**src/rtl/alu_pkg.sv**
```systemverilog
// Shared definitions for the sequenced ALU: ctrl codes, funct3 codes,
// FSM state type and the funct3/funct7 decoder.
package alu_pkg;

   localparam logic [3:0] ALU_AND     = 4'b0000;
   localparam logic [3:0] ALU_OR      = 4'b0001;
   localparam logic [3:0] ALU_ADD     = 4'b0010;
   localparam logic [3:0] ALU_SUB     = 4'b0110;
   localparam logic [3:0] ALU_SLT     = 4'b0111;
   localparam logic [3:0] ALU_NOR     = 4'b1100;
   localparam logic [3:0] ALU_NAND    = 4'b1101;
   localparam logic [3:0] ALU_ILLEGAL = 4'b1111;

   localparam logic [2:0] F3_ADD = 3'b000;
   localparam logic [2:0] F3_SLT = 3'b010;
   localparam logic [2:0] F3_OR  = 3'b110;
   localparam logic [2:0] F3_AND = 3'b111;

   typedef enum logic [1:0] {
      ST_IDLE = 2'b00,
      ST_EXEC = 2'b01,
      ST_RESP = 2'b10
   } state_e;

   // SUB only exists as an R-type; ADDI ignores funct7[5] since that bit
   // belongs to the immediate.
   function automatic logic [3:0] decode_ctrl(input logic [2:0] funct3,
                                              input logic       funct7b5,
                                              input logic       is_imm);
      logic [3:0] ctrl;
      case (funct3)
         F3_ADD:  ctrl = (funct7b5 && !is_imm) ? ALU_SUB : ALU_ADD;
         F3_AND:  ctrl = ALU_AND;
         F3_OR:   ctrl = ALU_OR;
         F3_SLT:  ctrl = ALU_SLT;
         default: ctrl = ALU_ILLEGAL;
      endcase
      return ctrl;
   endfunction

endpackage

```
**src/rtl/alu_seq_alu.sv**
```systemverilog
// Combinational 32-bit ALU. Unknown ctrl codes produce zero.
// Flags: N/Z follow the result; C/V are only meaningful for ADD/SUB
// (C is the adder carry-out, i.e. "no borrow" for SUB).
module alu_seq_alu
   import alu_pkg::*;
(
   input  logic [3:0]  ctrl_i,
   input  logic [31:0] a_i,
   input  logic [31:0] b_i,
   output logic [31:0] result_o,
   output logic [3:0]  nzcv_o
);

   logic        sub;
   logic        arith;
   logic        ovf;
   logic [31:0] b_x;
   logic [32:0] sum;

   // shared adder for ADD/SUB/SLT, then result mux and flag generation
   always_comb begin
      sub   = (ctrl_i == ALU_SUB) || (ctrl_i == ALU_SLT);
      arith = (ctrl_i == ALU_ADD) || (ctrl_i == ALU_SUB);
      b_x   = sub ? ~b_i : b_i;
      sum   = {1'b0, a_i} + {1'b0, b_x} + {32'd0, sub};
      ovf   = (a_i[31] == b_x[31]) && (sum[31] != a_i[31]);
      case (ctrl_i)
         ALU_AND:  result_o = a_i & b_i;
         ALU_OR:   result_o = a_i | b_i;
         ALU_ADD:  result_o = sum[31:0];
         ALU_SUB:  result_o = sum[31:0];
         ALU_SLT:  result_o = {31'd0, sum[31] ^ ovf};
         ALU_NOR:  result_o = ~(a_i | b_i);
         ALU_NAND: result_o = ~(a_i & b_i);
         default:  result_o = 32'd0;
      endcase
      nzcv_o = {result_o[31], (result_o == 32'd0), arith & sum[32], arith & ovf};
   end

endmodule

```
**src/rtl/alu_seq.sv**
```systemverilog
// Sequenced ALU: accept a request, evaluate in one EXEC cycle, then hold the
// registered result until the consumer takes it.
// Optional: define ALU_SEQ_FLAGS_EN to add the registered NZCV_o flag port.
//
// state | meaning
// IDLE  | ready for a request; operands/ctrl loaded on accept
// EXEC  | ALU evaluates registered operands; result captured
// RESP  | result valid, held until rsp_ready_i
module alu_seq
   import alu_pkg::*;
(
   input  logic        clk_i,
   input  logic        rst_n_i,
   input  logic        req_valid_i,
   output logic        req_ready_o,
   input  logic [2:0]  funct3_i,
   input  logic        funct7b5_i,
   input  logic        is_imm_i,
   input  logic [31:0] srcA_i,
   input  logic [31:0] srcB_i,
   input  logic        flush_i,
   output logic        rsp_valid_o,
   input  logic        rsp_ready_i,
`ifdef ALU_SEQ_FLAGS_EN
   output logic [3:0]  NZCV_o,
`endif
   output logic [31:0] result_o,
   output logic        illegal_o
);

   state_e      state_q, state_d;
   logic [31:0] src_a_q, src_b_q;
   logic [3:0]  ctrl_q;
   logic [31:0] result_q;
   logic        illegal_q;
   logic        accept;
   logic [31:0] alu_result;
   logic [3:0]  alu_nzcv;

   alu_seq_alu u_alu (
      .ctrl_i   (ctrl_q),
      .a_i      (src_a_q),
      .b_i      (src_b_q),
      .result_o (alu_result),
      .nzcv_o   (alu_nzcv)
   );

   // next-state and handshake outputs; flush overrides every transition
   always_comb begin
      state_d     = state_q;
      req_ready_o = 1'b0;
      rsp_valid_o = 1'b0;
      accept      = 1'b0;
      case (state_q)
         ST_IDLE: begin
            req_ready_o = rst_n_i;
            if (req_valid_i && rst_n_i && !flush_i) begin
               accept  = 1'b1;
               state_d = ST_EXEC;
            end
         end
         ST_EXEC: state_d = ST_RESP;
         ST_RESP: begin
            rsp_valid_o = 1'b1;
            if (rsp_ready_i) state_d = ST_IDLE;
         end
         default: state_d = ST_IDLE;
      endcase
      if (flush_i) state_d = ST_IDLE;
   end

   // state register
   always_ff @(posedge clk_i) begin
      if (!rst_n_i) state_q <= ST_IDLE;
      else          state_q <= state_d;
   end

   // operand/ctrl capture, only on an accepted request
   always_ff @(posedge clk_i) begin
      if (!rst_n_i) begin
         src_a_q <= 32'd0;
         src_b_q <= 32'd0;
         ctrl_q  <= 4'd0;
      end else if (accept) begin
         src_a_q <= srcA_i;
         src_b_q <= srcB_i;
         ctrl_q  <= decode_ctrl(funct3_i, funct7b5_i, is_imm_i);
      end
   end

   // result capture at the end of EXEC; a flushed EXEC leaves the old result
   always_ff @(posedge clk_i) begin
      if (!rst_n_i) begin
         result_q  <= 32'd0;
         illegal_q <= 1'b0;
      end else if (state_q == ST_EXEC && !flush_i) begin
         result_q  <= alu_result;
         illegal_q <= (ctrl_q == ALU_ILLEGAL);
      end
   end

   assign result_o  = result_q;
   assign illegal_o = illegal_q;

`ifdef ALU_SEQ_FLAGS_EN
   logic [3:0] nzcv_q;

   // flag capture alongside the result
   always_ff @(posedge clk_i) begin
      if (!rst_n_i)                            nzcv_q <= 4'd0;
      else if (state_q == ST_EXEC && !flush_i) nzcv_q <= alu_nzcv;
   end

   assign NZCV_o = nzcv_q;
`else
   logic unused_nzcv;
   assign unused_nzcv = ^alu_nzcv;
`endif

endmodule

```
**config.mk**
```make
export PLATFORM = sky130hd
export DESIGN_NAME = alu_seq
export DESIGN_NICKNAME = d
export VERILOG_FILES = /design/src/rtl/alu_pkg.sv /design/src/rtl/alu_seq_alu.sv /design/src/rtl/alu_seq.sv
export SDC_FILE = /design/constraint.sdc
export NUM_CORES = 1
export LEC_CHECK = 0
export ABC_AREA = 1
export CORE_AREA = 3 3 154 156
export DETAILED_ROUTE_END_ITERATION = 8
export DIE_AREA = 0 0 157 159
export HOLD_SLACK_MARGIN = 0.15
export PLACE_DENSITY = 0.54
export SYNTH_ARGS = -nofsm -noshare
export SYNTH_HDL_FRONTEND = slang
export SYNTH_HIERARCHICAL = 1
export SYNTH_SLANG_ARGS = --single-unit
```
**constraint.sdc**
```tcl
create_clock -name clk_i -period 8.68 [get_ports clk_i]
set_input_delay 1.736 -clock clk_i [delete_from_list [all_inputs] [get_ports clk_i]]
set_output_delay 1.736 -clock clk_i [all_outputs]
set_load 0.01 [all_outputs]
```
==> metrics.cfg, run 1 <==
[run_status]
status=finished, final reports clean

[place]
dp_hpwl_um=18700
placed_cell_area_mm2=0.00885
place_congestion=0.920
io_buffers=108

[floorplan]
coreArea_mm2=0.0225
chipWidth_um=157
start_util_pct=33.8
dieArea_mm2=0.0250
boundaryPins=109
die_h_um=159
std_cell_rows=55

[timing]
slew_headroom_pct=26.3
grt_setup_unrepaired=false
fin_crit_sh_pct=62.3
fmax_mhz=185
skew_ps=7.24
hold_ws_ps=466
final_max_slew_viol_count=0
setup_tns_ps=0
finalCriticalPeriod_ps=5400
timing.final.hold_violations=0
setup_violations=0
worstMarginPinSlew_ps=1100

[logic_synthesis]
synth.avg_cell_area_um2=6.13
synth_nets=1353
ys.warnings.count=6
postSynthCellCount=1241
syn_area_mm2=0.00761

[critical_path]
cpMaxStageDelayCell=buf_2
max_stage_delay_ps=810
start_kind=input pin
critPathRequiredTime_ps=6940
worstSetupPathType=input pin to output pin
crit_chain=buf_2 > inv_1 > buf_4 > nor2_1 > clkdlybuf4s50_1
crit_arrival_ps=3670
end_kind=output pin
crit_fanout=68

[finish]
drive_gt1_share_pct=4.23
area_growth_pct=20.1
antenna_cells=0
nFillCells=2440
utilization_pct=40.6
fin_area_mm2=0.00914
final_net_count=1431

[global_route]
track_usage_pct=19.7
grt_pass1_vias=7549
antenna_found_initial=0
gr-total-overflow=0
grt_max_degree=70
grt_pass1_wl_um=39700

[pwr]
p_total_uw=1110
peakVddDrop_mv=0.0797
leakage_uw=0.00411
powerDensity_mw_per_mm2=121

[routing]
viasPerCell=5.08
drtPass1Iterations=6
wl_per_cell_um=15.5
drtIter0Drc=619
drtAntennaViolNets=0
vias=8171
postRouteWirelength_um=24900
drc=0

[cts]
cts_buffers=9
clk_pin_slew_ps=70
cts_tree=yes
cts_num_sinks=103
clockBufferDepth=2
cts_resized=0
worstSkewPairLatency_ps=360
cts_root_buf=clkbuf_16
ctsHoldBuffers=0
h-tree-depth=3
postCtsSetupRepairBufs=0

[flow_run]
maxCapViolCount=0

[hold_path]
holdCritPathClass=flip-flop to flip-flop

## worst max-delay path: cells and delay by family
kind,cells,cell delay [ps]
buffers and inverters,4,1760
and+or+nand+nor,1,160
## layer usage
layer / track usage (%) / wire length [um]
met4: 4.81 / 346
met5: 0 / 0
met3: 2.72 / 1300
met2: 28.9 / 10400
met1: 30.1 / 12900
## cells in the final DEF, fill, tap and decap left out, types with 4 or more instances in the layout
cell / instances
a211oi_1: 11
o22ai_1: 22
nand4_1: 15
dfxtp_1: 103
o21ai_1: 18
nor4_1: 4
or2_2: 7
a21oi_1: 80
and2_1: 4
nor2_2: 4
nor3_1: 21
buf_4: 6
o21ai_0: 73
nor2_1: 211
nand3b_1: 5
nand2_1: 320
xor2_1: 9
clkbuf_16: 9
xnor2_1: 24
inv_2: 7
nand2_2: 5
ha_1: 37
o21bai_1: 7
clkdlybuf4s50_1: 107
inv_1: 125
a221oi_1: 6
nand3_1: 53
## flip-flops by register name (all words and copies together), names as in the netlist
signal     cells
illegal_o      1
result_o      32
state_q        2
src_a_q       32
src_b_q       32
ctrl_q         4
## report_power, final
group | switching [uW] | internal (uW) | total [uW]
clock | 203 | 208 | 411
sequential | 23.4 | 489 | 513
combinational | 105 | 78.6 | 184
## layout make-up
class / instances / area (um^2) / share of cell area, %
clock buffers: 10 / 239 / 2.61
clock inverters: 6 / 52.6 / 0.575
inverters: 132 / 495 / 5.42
multi-input cells: 959 / 4810 / 52.7
flip-flops and latches: 103 / 2060 / 22.6
well taps: 285 / 357 / 3.90
repair buffers: 114 / 1120 / 12.3
## worst paths after layout
path / start / endpoint / slack [ps] / depth (start not counted)
min: result_o[23] / result_o[23] / 470 / 2
max: rst_n_i / req_ready_o / 3280 / 5
max reg2reg: ctrl_q[1] / result_o[29] / 5380 / 16
min reg2reg: result_o[23] / result_o[23] / 470 / 2
## stage by stage
step / worst slack, ps / cells
after floorplan: 4780 / 1241
after global placement: 3290 / 1593
after detailed placement: 3270 / 1593
after CTS: 3270 / 1609
after global routing: 3110 / 1609
final: 3280 / 1609
Note: power is estimated with default switching activity, not from simulation.
==> inputs of run 2 (changes only) <==
==> constraint.sdc (replaced) <==
create_clock -name clk_i -period 5.4 [get_ports clk_i]
set_input_delay 1.08 -clock clk_i [delete_from_list [all_inputs] [get_ports clk_i]]
set_output_delay 1.08 -clock clk_i [all_outputs]
set_load 0.01 [all_outputs]
==> run 2 against run 1 <==
  * Clock-buffer cell count rose by 1
  * Combinational power grew 61%
  * Sequential power up 60%
  * Die area unchanged
==> metrics.cfg, run 2 (synthesis results as in run 1) <==
[place]
dp_hpwl_um=18900  ; +1.0%
placedCellCount=1594  ; +0.063%
place_congestion=0.914  ; -0.61%
io_buffers=108  ; unchanged

[routing]
wl_per_cell_um=15.3  ; -1.5%
drtPass1Iterations=5  ; -1
drtAntennaViolNets=0  ; unchanged
vias=8109  ; -0.76%
drtIter0Drc=539  ; -13%
viasPerCell=5.04  ; -0.82%
drc=0  ; unchanged
postRouteWirelength_um=24600  ; -1.5%

[timing]
final_max_slew_viol_count=0  ; unchanged
timing.final.hold_violations=0  ; unchanged
fmax_mhz=284
worstMarginPinSlew_ps=940  ; -165 ps
slew_headroom_pct=37.1  ; +11 points
setup_violations=0  ; unchanged
fin_crit_sh_pct=65.2
grt_setup_unrepaired=false
skew_ps=10.3  ; +3.04 ps
setup_tns_ps=0  ; unchanged
finalCriticalPeriod_ps=3520

[critical_path]
crit_arrival_ps=2440  ; -1230 ps
worstSetupPathType=input pin to output pin
start_kind=input pin
rrSetupSlack_ps=2050  ; -3330 ps
crit_fanout=68  ; unchanged
cpMaxStageDelayCell=clkdlybuf4s50_1
max_stage_delay_ps=550  ; -260 ps
crit_chain=buf_2 > buf_4 > inv_1 > nor2_1 > clkdlybuf4s50_1
end_kind=output pin
critPathRequiredTime_ps=4320  ; -2620 ps

[cts]
cts_resized=0  ; unchanged
ctsHoldBuffers=0  ; unchanged
clockBufferDepth=2  ; unchanged
cts_num_sinks=103  ; unchanged
cts_tree=yes
worstSkewPairLatency_ps=360  ; about the same
postCtsSetupRepairBufs=0  ; unchanged
cts_buffers=9  ; unchanged
clk_pin_slew_ps=70  ; about the same
h-tree-depth=3  ; unchanged
cts_root_buf=clkbuf_16

[global_route]
antenna_found_initial=0  ; unchanged
grt_max_degree=69  ; -1.4%
grt_pass1_vias=7763  ; +2.8%
track_usage_pct=19.9  ; +0.23 points
gr-total-overflow=0  ; unchanged
grt_pass1_wl_um=40200  ; +1.3%

[floorplan]
coreArea_mm2=0.0225  ; unchanged
boundaryPins=109  ; unchanged
start_util_pct=33.8  ; unchanged
die_h_um=159  ; unchanged
dieArea_mm2=0.0250  ; unchanged
chipWidth_um=157  ; unchanged
std_cell_rows=55  ; unchanged

[pwr]
peakVddDrop_mv=0.145  ; +82%
leakage_uw=0.00412  ; +0.21%
powerDensity_mw_per_mm2=198  ; +64%

[hold_path]
holdCritPathClass=flip-flop to flip-flop

[finish]
layout_common_cells=320 x nand2_1, 211 x nor2_1, 125 x inv_1
drive_gt1_share_pct=4.23  ; about the same
mostFrequentLayoutCell=nand2_1
final_net_count=1432  ; +0.070%
antenna_cells=0  ; unchanged
finalNonFillerCells=1610  ; +0.062%
area_growth_pct=20.4

[flow_run]
maxCapViolCount=0  ; unchanged

[run_status]
status=finished, final reports clean

-- run 2: cell count changes in the layout (fill, tap and decap cells not counted), sizes merged --
cell | previous run | this run
buf | 7 | 8
clkinv | 2 | 1
inv | 135 | 134
clkbuf | 10 | 11
bufinv | 0 | 1
-- run 2: critical path, delay by kind of cell --
family | cells | cell delay, ps
buffers and inverters | 4 | 1220
AND/OR/NAND/NOR | 1 | 130
-- run 2: final cells by class --
| type | instances | area [um^2] |
|---|---|---|
| Clock buffer | 11 | 243 |
| Clock inverter | 5 | 63.8 |
| Fill cell | 2481 | 13300 |
| Inverter | 132 | 495 |
| Multi-Input combinational cell | 959 | 4810 |
| Sequential cell | 103 | 2060 |
| Tap cell | 285 | 357 |
| Timing Repair Buffer | 115 | 1130 |
-- run 2: stage by stage --
step / instance area, um^2 / setup WS, ps / utilization [%] / hold WS [ps] / total power (uW)
floorplan: 7610 / 2660 / - / 454 / 1010
global placement: 8860 / 1870 / 39.4 / 455 / 1130
detailed placement: 8860 / 1860 / 39.4 / 460 / 1130
CTS: 9160 / 1860 / 40.7 / 471 / 1840
global route: 9160 / 1690 / 40.7 / 494 / 1900
finish: 9160 / 1880 / 40.7 / 467 / 1820
-- run 2: metal layers --
metal	up-vias	share of wire, %	track usage, %
li1	4198	-	-
met1	3722	52	30.3
met2	175	42	29.9
met3	14	4.9	2.45
met4	0	1.1	4.42
met5	-	0	0
-- run 2: final timing paths --
kind	to	from	depth (start not counted)
max reg2reg	result_o[28]	ctrl_q[1]	16
max	req_ready_o	rst_n_i	5
min reg2reg	result_o[21]	result_o[21]	2
min	result_o[21]	result_o[21]	2
-- run 2: power by group --
group / internal, uW / switching [uW]
registers: 786 / 37.1
logic: 127 / 170
clock network: 377 / 320
total: 1290 / 527
